**src/rtl/cache_ctrl.sv**
```systemverilog
// ---------------------------------------------------------------------------
// cache_ctrl
//   Direct-mapped, write-through cache controller placed in front of a
//   single-ported block storage array.  It keeps the tag/valid state and
//   drives the array's enable/write/data interface.  A read miss fetches the
//   word from memory over a req/ack handshake and fills the line.  Writes
//   always go through to memory.  A write hit also updates the line.  A write
//   miss does not allocate a line.
//
//   Vectors use [0:N-1] numbering, so bit 0 is the MSB.  The tag is the upper
//   ADDR_W-INDEX_W address bits and the index is the low INDEX_W bits.
//
// Ports
//   clk, rst_n                    clock, asynchronous active-low reset
//   cpu_req/we/addr/wdata         CPU request; held until cpu_done
//   cpu_rdata/done/hit            completion pulse with read data and hit flag
//   flush                         invalidate every line (IDLE only)
//   blk_index/enable/write/data   block array control and write data
//   blk_q                         block array read data (combinational)
//   mem_req/we/addr/wdata         memory request, held until mem_ack
//   mem_ack/mem_rdata             memory completion and read data
//   hit_cnt/miss_cnt              saturating lookup statistics
// ---------------------------------------------------------------------------
module cache_ctrl #(
  parameter int ADDR_W  = 16,
  parameter int INDEX_W = 4,
  parameter int DATA_W  = 16
) (
  input  logic                clk,
  input  logic                rst_n,
  input  logic                cpu_req,
  input  logic                cpu_we,
  input  logic [0:ADDR_W-1]   cpu_addr,
  input  logic [0:DATA_W-1]   cpu_wdata,
  output logic [0:DATA_W-1]   cpu_rdata,
  output logic                cpu_done,
  output logic                cpu_hit,
  input  logic                flush,
  output logic [0:INDEX_W-1]  blk_index,
  output logic                blk_enable,
  output logic                blk_write,
  output logic [0:DATA_W-1]   blk_data,
  input  logic [0:DATA_W-1]   blk_q,
  output logic                mem_req,
  output logic                mem_we,
  output logic [0:ADDR_W-1]   mem_addr,
  output logic [0:DATA_W-1]   mem_wdata,
  input  logic                mem_ack,
  input  logic [0:DATA_W-1]   mem_rdata,
  output logic [15:0]         hit_cnt,
  output logic [15:0]         miss_cnt
);

  localparam int TAG_W = ADDR_W - INDEX_W;
  localparam int LINES = 1 << INDEX_W;

  typedef enum logic [2:0] {
    S_IDLE   = 3'd0,
    S_LOOKUP = 3'd1,
    S_FILL   = 3'd2,
    S_WMEM   = 3'd3,
    S_DONE   = 3'd4
  } state_t;

  state_t state_q, state_d;

  // Control state: reset
  logic [0:LINES-1] valid_q, valid_d;
  logic [15:0]      hit_cnt_q, hit_cnt_d;
  logic [15:0]      miss_cnt_q, miss_cnt_d;

  // Request/data state: not reset. Every output that carries it is gated by
  // state, so stale or unknown contents are never visible after a reset.
  logic              we_q;
  logic [0:ADDR_W-1] addr_q;
  logic [0:DATA_W-1] wdata_q;
  logic [0:DATA_W-1] rdata_q;
  logic              hit_q;
  logic [0:TAG_W-1]  tag_ram_q [LINES];

  logic [0:TAG_W-1]   tag_w;
  logic [0:INDEX_W-1] idx_w;
  logic               lookup_hit;
  logic               accept;

  assign tag_w      = addr_q[0:TAG_W-1];
  assign idx_w      = addr_q[TAG_W:ADDR_W-1];
  assign lookup_hit = valid_q[idx_w] && (tag_ram_q[idx_w] == tag_w);
  // Flush takes priority over a new request in IDLE.
  assign accept     = (state_q == S_IDLE) && !flush && cpu_req;

  function automatic logic [15:0] sat_inc(input logic [15:0] v);
    return (v == 16'hFFFF) ? v : v + 16'd1;
  endfunction

  // ---------------- FSM state register ----------------
  always_ff @(posedge clk or negedge rst_n) begin
    if (!rst_n) begin
      state_q <= S_IDLE;
    end else begin
      state_q <= state_d;
    end
  end

  // ---------------- FSM next-state logic ----------------
  always_comb begin
    state_d = state_q;
    case (state_q)
      S_IDLE: begin
        if (accept) state_d = S_LOOKUP;
      end
      S_LOOKUP: begin
        if (we_q)            state_d = S_WMEM;
        else if (lookup_hit) state_d = S_DONE;
        else                 state_d = S_FILL;
      end
      S_FILL: begin
        if (mem_ack) state_d = S_DONE;
      end
      S_WMEM: begin
        if (mem_ack) state_d = S_DONE;
      end
      S_DONE: begin
        state_d = S_IDLE;
      end
      default: state_d = S_IDLE;
    endcase
  end

  // ---------------- FSM outputs ----------------
  always_comb begin
    cpu_done   = 1'b0;
    cpu_hit    = 1'b0;
    cpu_rdata  = '0;
    blk_index  = '0;
    blk_enable = 1'b0;
    blk_write  = 1'b0;
    blk_data   = '0;
    mem_req    = 1'b0;
    mem_we     = 1'b0;
    mem_addr   = '0;
    mem_wdata  = '0;
    case (state_q)
      S_LOOKUP: begin
        blk_enable = 1'b1;
        blk_index  = idx_w;
        // Write hit: update the line now. The memory write follows in WMEM.
        if (we_q && lookup_hit) begin
          blk_write = 1'b1;
          blk_data  = wdata_q;
        end
      end
      S_FILL: begin
        mem_req  = 1'b1;
        mem_addr = addr_q;
        // The returning word is written into the line in the ack cycle.
        if (mem_ack) begin
          blk_enable = 1'b1;
          blk_write  = 1'b1;
          blk_index  = idx_w;
          blk_data   = mem_rdata;
        end
      end
      S_WMEM: begin
        mem_req   = 1'b1;
        mem_we    = 1'b1;
        mem_addr  = addr_q;
        mem_wdata = wdata_q;
      end
      S_DONE: begin
        cpu_done  = 1'b1;
        cpu_hit   = hit_q;
        cpu_rdata = rdata_q;
      end
      default: ;
    endcase
  end

  // ---------------- valid bits and statistics ----------------
  always_comb begin
    valid_d    = valid_q;
    hit_cnt_d  = hit_cnt_q;
    miss_cnt_d = miss_cnt_q;
    if (state_q == S_IDLE && flush) begin
      valid_d = '0;
    end
    if (state_q == S_LOOKUP) begin
      if (lookup_hit) hit_cnt_d  = sat_inc(hit_cnt_q);
      else            miss_cnt_d = sat_inc(miss_cnt_q);
    end
    if (state_q == S_FILL && mem_ack) begin
      valid_d[idx_w] = 1'b1;
    end
  end

  always_ff @(posedge clk or negedge rst_n) begin
    if (!rst_n) begin
      valid_q    <= '0;
      hit_cnt_q  <= '0;
      miss_cnt_q <= '0;
    end else begin
      valid_q    <= valid_d;
      hit_cnt_q  <= hit_cnt_d;
      miss_cnt_q <= miss_cnt_d;
    end
  end

  assign hit_cnt  = hit_cnt_q;
  assign miss_cnt = miss_cnt_q;

  // ---------------- request capture, tag RAM, read data ----------------
  always_ff @(posedge clk) begin
    if (accept) begin
      we_q    <= cpu_we;
      addr_q  <= cpu_addr;
      wdata_q <= cpu_wdata;
    end
    if (state_q == S_LOOKUP) begin
      hit_q <= lookup_hit;
      if (lookup_hit && !we_q) rdata_q <= blk_q;
    end
    if (state_q == S_FILL && mem_ack) begin
      tag_ram_q[idx_w] <= tag_w;
      rdata_q          <= mem_rdata;
    end
  end

endmodule

```
**config.mk**
```make
export PLATFORM = sky130hd
export DESIGN_NAME = cache_ctrl
export DESIGN_NICKNAME = d
export VERILOG_FILES = /design/src/rtl/cache_ctrl.sv
export SDC_FILE = /design/constraint.sdc
export NUM_CORES = 1
export LEC_CHECK = 0
export ABC_AREA = 1
export CAP_MARGIN = 20
export CORE_MARGIN = 8
export CORE_UTILIZATION = 54
export CTS_CLUSTER_DIAMETER = 50
export DETAILED_ROUTE_END_ITERATION = 8
export MAX_ROUTING_LAYER = met4
export PLACE_DENSITY = 0.78
export SYNTH_ARGS = -nofsm -noshare
export SYNTH_HDL_FRONTEND = slang
export SYNTH_SLANG_ARGS = --single-unit
export TNS_END_PERCENT = 10
```
**constraint.sdc**
```tcl
create_clock -name clk -period 3.59 [get_ports clk]
set_input_delay 0.359 -clock clk [delete_from_list [all_inputs] [get_ports clk]]
set_output_delay 0.359 -clock clk [all_outputs]
set_load 0.02 [all_outputs]
```
==> impl_results.md, run 1 <==
* Result of the run: complete, no violations
* Leading cell types in the layout, fill and taps excluded: nand2_1, edfxtp_1, nor2_1, clkdlybuf4s50_1, nand3_1
* Transition time at the pin with the least slew margin at 963 ps
* Share of the yosys chip area belonging to registers at 64.3%
* Row cnt at 57
* Count of unresolved DRC violations after routing at 0
* Overall power at 0.0101 W
* MaxCap Viol Count at 0
* Slowest-stage cell, CP: dfxtp_4
* Initial core utilization at 55.0%
* Share of the cycle needed by the critical path after routing at 97.1%
* Leak Pwr at 7.09 nW
* Maximum single-stage delay on the critical path at 360 ps
* Detailed-route via count at 10800
* R2R cell count at 15
* Aggregate global-route resource usage at 25.7%
* Total iterations of the first detailed-routing run at 5
* Number of sinks driven by the clock tree at 297
* Filler Cell Count at 1811
* Detailed Route Iter0 Violations at 1080
* Cell Area, Synth at 13400 µm²
* Max Fclk at 0.287 GHz
* Max Buffers Root-to-Sink at 3
* Placer's final routability congestion estimate at 0.946
* Type of the worst setup path: reg -> out
* Total half-perimeter wirelength after legalization and detailed placement at 25800 µm
* Root Buffer Master: clkbuf_16
* Synth unique cells at 31
* Class of the tightest hold or removal check: in -> reg
* Non-filler instance count after layout at 1959
* Post-route setup slack at 105 ps
* Net count of the mapped netlist at 1468
* Endpoints failing hold at 0
* Count of state elements after synthesis at 297
* Fraction of layout instances using a drive strength above 1 at 9.17%
* CTS tree: yes
* Routed length on met1 at 15300 µm
* Height of the die at 174 µm
* Utilization after layout at 69.3%
* Required time of the critical path at 3230 ps
* Vias/cell at 5.52
* Worst setup skew after layout at 22.7 ps
* Leading cell type in the layout, fill and taps excluded: nand2_1
* Routed len/inst at 19.7 µm
* Crit-path max FO at 49
* Top routing layer used: met4
* Number of cells traversed by the worst hold path at 1
* Remaining number of nets flagged by the antenna check after routing at 0
* Vias in the first global route at 10600
* Maximum number of pins on one net before global-route repair at 50
* Number of buffers created by CTS at 36
* Final net count at 1681
* Wire length of the first global-routing pass at 59100 µm
* Clock latency on the worst-skew pair at 520 ps
* Tmin final at 3480 ps
* Post-Synthesis Cells at 1396
* Met2 WL post-DR at 18600 µm
* Startpoint types: flip-flop
* Nature of the critical path endpoint: output port
* Setup Total Neg Slack at 0 ps
* Met3 routed WL at 3290 µm
* Instance count on the critical path at 15
* Clock-pin transition on the worst setup and hold timing paths at 60 ps
* Arrival time of the worst setup path at 3130 ps
* Overflow left after global routing at 0
* Most common cell on crit path: nand2_1
* Final setup violation count at 0
* Buffering stage count on the worst path with inverters included at 3
* Total Routed Length at 38600 µm
* Slew headroom at 35.2%
* Number of port buffers at 175
* Worst-path cell chain: inv_2 > buf_12 > nor2_1 > nor2_1 > o21ai_0 > nand3_1 > nand3_1 > nand2_1 > nand2_1 > nand2_1 > nand4_1 > nor2_4 > nand2_8 > o21ai_1 > clkbuf_2
* Main synth FF type: edfxtp_1
* Diodes inserted at 0
* Share of flip-flops with an asynchronous set or reset at 17.2%
* Die W at 174 µm
* Setup WS pre-CTS at 199 ps
* PwrDens at 599 nW/µm²
* Antenna violations before repair at 0
* Total Die Area at 30100 µm²
* Number of warnings printed during yosys synthesis at 0
* Core outline area at 24400 µm²
* Pins Over Slew Limit at 0
* Placed cells at 1894
* Syn_area_per_cell at 9.61 µm²
* Peak ir drop on the vdd network at 0.406 mV
* P&R area growth vs syn at 26.0%
* Number of enable-type register cells in the synthesized netlist at 242
* CP top delay family: simple AND/OR/NAND/NOR gates
* Setup repair after global routing missed its margin: true
* CTS H-Tree Depth at 2
* Total I/O pin count at 176
## synthesized netlist by cell type, types with 8 or more instances
cell type | number | area share (%)
xor2_1 | 9 | 0.59
nor2_1 | 170 | 4.8
o21ai_1 | 8 | 0.30
buf_2 | 21 | 0.78
clkbuf_1 | 21 | 0.59
o21ai_2 | 9 | 0.59
buf_4 | 9 | 0.50
dfrtp_1 | 51 | 9.5
nand2_1 | 449 | 13
nand3_1 | 132 | 4.9
o21ai_0 | 59 | 2.2
edfxtp_1 | 242 | 54
nand4_1 | 23 | 1.1
xnor2_1 | 19 | 1.2
inv_1 | 129 | 3.6
nor3_1 | 10 | 0.37
## power breakdown
group          total [W]  leakage [nW]  switching [W]  internal [W]
Sequential       0.00406          2.92       0.000116       0.00395
Clock            0.00358         0.566        0.00145       0.00213
Combinational    0.00248          3.61        0.00163      0.000850
Total             0.0101          7.09        0.00320       0.00693
## worst register-to-register path, cell delays in order, from the launching register on
cell      delay [ps]
edfxtp_1         400
inv_1            110
nor2_1           360
nand2_1          110
nand4_1          120
nand2_1           60
nand2_1           70
nor2_1            90
inv_1             60
nand2_1           50
nor2_1           110
nand2_1           80
nor2_1           350
nand4_1          240
nand2_1          110
buf_4            250
## final timing paths
check	start	to	slack, ps
setup / recovery	flip-flop	blk_data[1]	110
min in group asynchronous	rst_n	hit_cnt[6]	430
setup reg to reg	addr_q[14]	rdata_q[0]	720
max in group asynchronous	rst_n	valid_q[9]	2350
hold reg to reg	valid_q[9]	valid_q[9]	500
hold / removal	cpu_addr[3]	addr_q[3]	400
## layer usage
layer | vias up | GRT usage, %
met4 | 0 | 9.80
met2 | 554 | 41.0
li1 | 5042 | -
met5 | - | -
met3 | 97 | 4.05
met1 | 5119 | 32.7
## through the flow
stage / hold slack (ps) / cell area, µm²
2_1_floorplan: 63.4 / 13400
3_3_place_gp: 435 / 15800
3_5_place_dp: 444 / 15800
4_1_cts: 389 / 17000
5_1_grt: 391 / 16900
6_report: 398 / 16900
## repair_timing
item / 4_1_cts / 5_1_grt
buffers inserted: 0 / 0
resized for setup: 20 / 48
hold buffers: 1 / 0
endpoints found under the hold margin: 27 / 0
endpoints found under the setup margin: 17 / 17
## layout make-up
type,count,area [µm²],share of cell area (%)
Clock buffer,46,990,5.85
Clock inverter,18,189,1.12
Inverter,131,492,2.91
Multi-Input combinational cell,913,4060,24.0
Sequential cell,297,8630,51.0
Tap cell,324,405,2.40
Timing Repair Buffer,230,2150,12.7
## kinds of logic (layout without fill, tap and decap cells)
kind of cell    Yosys count  after routing  share of synthesized area [%]
xor+xnor                 28             28                           1.83
flops                   297            297                           64.3
buf+inv                 186            425                           5.71
compound gates           90             90                           3.80
fa+ha+maj                 2              2                          0.187
simple gates            793            793                           24.2
## flip-flops by register name, indices dropped and copies added, names as in the netlist, named ones only
name       flops
tag_ram_q    192
addr_q        16
hit_cnt       16
miss_cnt      16
rdata_q       16
valid_q       16
wdata_q       16
state_q        3
hit_q          1
we_q           1
(Power assumes the default switching activity.)
==> run 2, diff against run 1 <==
--- a/config.mk
+++ b/config.mk
@@ -7,3 +7,3 @@
 export LEC_CHECK = 0
-export ABC_AREA = 1
+export ABC_AREA = 0
 export CAP_MARGIN = 20
@@ -14,3 +14,3 @@
 export MAX_ROUTING_LAYER = met4
-export PLACE_DENSITY = 0.78
+export PLACE_DENSITY = 0.79
 export SYNTH_ARGS = -nofsm -noshare
==> constraint.sdc (replaced) <==
create_clock -name clk -period 3.59 [get_ports clk]
set_input_delay 0.718 -clock clk [delete_from_list [all_inputs] [get_ports clk]]
set_output_delay 0.718 -clock clk [all_outputs]
set_load 0.02 [all_outputs]
==> run 2 against run 1 <==
Net effect: the run now ends with negative setup slack left; highest routed layer unchanged; critical path type unchanged; wire length down 10%; largest power group unchanged; core utilization increased by 2.8 points; die area decreased by 6.0%.
==> impl_results.md, run 2 <==
* Largest register by flop count: tag_ram_q
* Overflow left after global routing at 0
* Initial core utilization at 55.2%
* Cell Area, Synth at 12500 µm²
* Leak Pwr at 6.37 nW
* Worst setup skew after layout at 25.2 ps
* Clock latency on the worst-skew pair at 560 ps
* Placed cells at 1306
* Number of sinks driven by the clock tree at 297
* Number of buffers created by CTS at 31
* Max Fclk at 0.244 GHz
* Final setup violation count at 17
* Post-route setup slack at -516 ps
* Main synth FF type: edfxtp_1
* Height of the die at 168 µm
* Share of flip-flops with an asynchronous set or reset at 17.2%
* Detailed Route Iter0 Violations at 944
* Setup WS pre-CTS at -570 ps
* Number of port buffers at 175
* Total Routed Length at 34600 µm
* Crit-path max FO at 16
* Startpoint types: flip-flop
* Pins Over Slew Limit at 0
* Diodes inserted at 0
* Post-Synthesis Cells at 802
* Yosys top cell area share at 58.0%
* Number of flip-flops under the largest register name at 192
* Max Buffers Root-to-Sink at 3
* Clock-pin transition on the worst setup and hold timing paths at 60 ps
* Wire length of the first global-routing pass at 52100 µm
* Total I/O pin count at 176
* Arrival time of the worst setup path at 3390 ps
* Synth unique cells at 45
* Non-filler instance count after layout at 1376
* Transition time at the pin with the least slew margin at 945 ps
* Setup repair after global routing missed its margin: true
* Cell area after placement at 15200 µm²
* Root Buffer Master: clkbuf_16
* Share of the yosys chip area belonging to registers at 68.8%
* Remaining number of nets flagged by the antenna check after routing at 0
* Syn_area_per_cell at 15.6 µm²
* Total Die Area at 28300 µm²
* Result of the run: finished, violations left
* Die W at 168 µm
* Detailed-route via count at 8205
* Fraction of layout instances using a drive strength above 1 at 23.6%
* Endpoints failing hold at 0
* Number of warnings printed during yosys synthesis at 0
* Vias in the first global route at 8920
* Failing checks: negative setup slack
* Slew headroom at 37.0%
* Net count of the mapped netlist at 874
* Placer's final routability congestion estimate at 0.829
* Antenna violations before repair at 0
* Most common cell in the netlist: edfxtp_1
* Final net count at 1138
* Type of the worst setup path: reg -> out
* Post-synthesis cell type with the largest combined area: edfxtp_1
* MaxCap Viol Count at 0
* CTS tree: yes
* Quantity of hold-fixing buffers added after cts at 0
* Total iterations of the first detailed-routing run at 6
* Share of the cycle needed by the critical path after routing at 114%
* Leading cell types in the layout, fill and taps excluded: edfxtp_1, clkdlybuf4s50_1, nand2_1, buf_4, dfrtp_1
* Core outline area at 22700 µm²
* Aggregate global-route resource usage at 25.0%
* Hold slack at 314 ps
* Nature of the critical path endpoint: output port
* Routed len/inst at 25.2 µm
* Peak ir drop on the vdd network at 0.413 mV
* Ranking of synthesized cells by area: edfxtp_1, dfrtp_1, mux4_2
* Post-route cell area at 16400 µm²
* Synth top cells by count: edfxtp_1, nand2_1, dfrtp_1, mux4_2, and3_1
* Count of unresolved DRC violations after routing at 0
* Tmin final at 4110 ps
* PwrDens at 599 nW/µm²
* Number of enable-type register cells in the synthesized netlist at 242
* Total half-perimeter wirelength after legalization and detailed placement at 23100 µm
* Count of state elements after synthesis at 297
* Leading cell type in the layout, fill and taps excluded: edfxtp_1
* CTS H-Tree Depth at 1
* Maximum number of pins on one net before global-route repair at 42
* Setup Total Neg Slack at -8420 ps
* Class of the tightest hold or removal check: in -> async
* Vias/cell at 5.96
* Row cnt at 55
* P&R area growth vs syn at 30.8%
* Required time of the critical path at 2870 ps
## run 2: layout make-up
cell class	instances	area (µm²)
Sequential cell	297	8630
Fill cell	1396	6320
Multi-Input combinational cell	452	3730
Timing Repair Buffer	274	2620
Clock buffer	37	828
Tap cell	285	357
Clock inverter	21	184
Inverter	10	37.5
## run 2: repair_timing
action	CTS	global route
setup endpoints to repair	34	33
pin swaps	4	2
setup buffers	6	6
resized for setup	113	9
## run 2: final timing paths
check	slack, ps	depth (start not counted)	start	to
min in group clk	470	1	valid_q[2]	valid_q[2]
worst min register to register	470	1	valid_q[2]	valid_q[2]
max in group asynchronous	2570	2	rst_n	hit_cnt[3]
worst min-delay path	310	1	rst_n	miss_cnt[2]
worst max-delay path	-520	16	flip-flop	blk_data[6]
worst max register to register	90	11	flip-flop	rdata_q[12]
## run 2: stage by stage
step	util (%)	total power [W]
after floorplan	-	0.00552
after detailed placement	66.9	0.00660
after global placement	66.9	0.00655
after CTS	71.8	0.00980
final	72.2	0.00982
after global routing	72.2	0.0102
## run 2: logic make-up (layout without fill, tap and decap cells)
family | Yosys count | count (layout) | share of synthesized area (%)
AOI/OAI and AO/OA | 53 | 53 | 3.21
xor gates and xnor gates | 42 | 42 | 2.93
adders and majority gates | 2 | 2 | 0.200
buffers and inverters | 53 | 342 | 2.03
DFF | 297 | 297 | 68.8
muxes | 85 | 85 | 11.6
and+or+nand+nor | 270 | 270 | 11.2
## run 2: metal layers
metal / up-vias / track usage, % / routed length, µm / part of all wire (%)
met2: 488 / 40.7 / 16900 / 49
li1: 3574 / - / - / -
met4: 0 / 8.31 / 924 / 2.7
met5: - / - / 0 / 0
met3: 64 / 6.59 / 3540 / 10
met1: 4079 / 30.1 / 13200 / 38
## run 2: report_power, final
group	switching [W]	total [W]	internal, W
combinational	0.00138	0.00257	0.00118
sequential	0.000139	0.00411	0.00397
clock	0.00133	0.00314	0.00181
total	0.00286	0.00982	0.00696
## run 2: critical path, stage by stage, from the launching register on
cell and delay (ps):
dfxtp_4 430, buf_12 150, mux4_2 520, mux2i_2 210, buf_4 150, buf_4 90, buf_4 90, buf_4 100
a21oi_2 60, nand4_1 110, o41ai_2 70, buf_4 150, nand4_4 130, nor2_4 50, buf_12 150, a22o_1 210
buf_6 130
==> run 3, diff against run 2 <==
Settings changed: ABC_AREA 0 to unset.
==> results of run 3 <==
No change in the layout: final DEF, timing and power equal those of run 2.
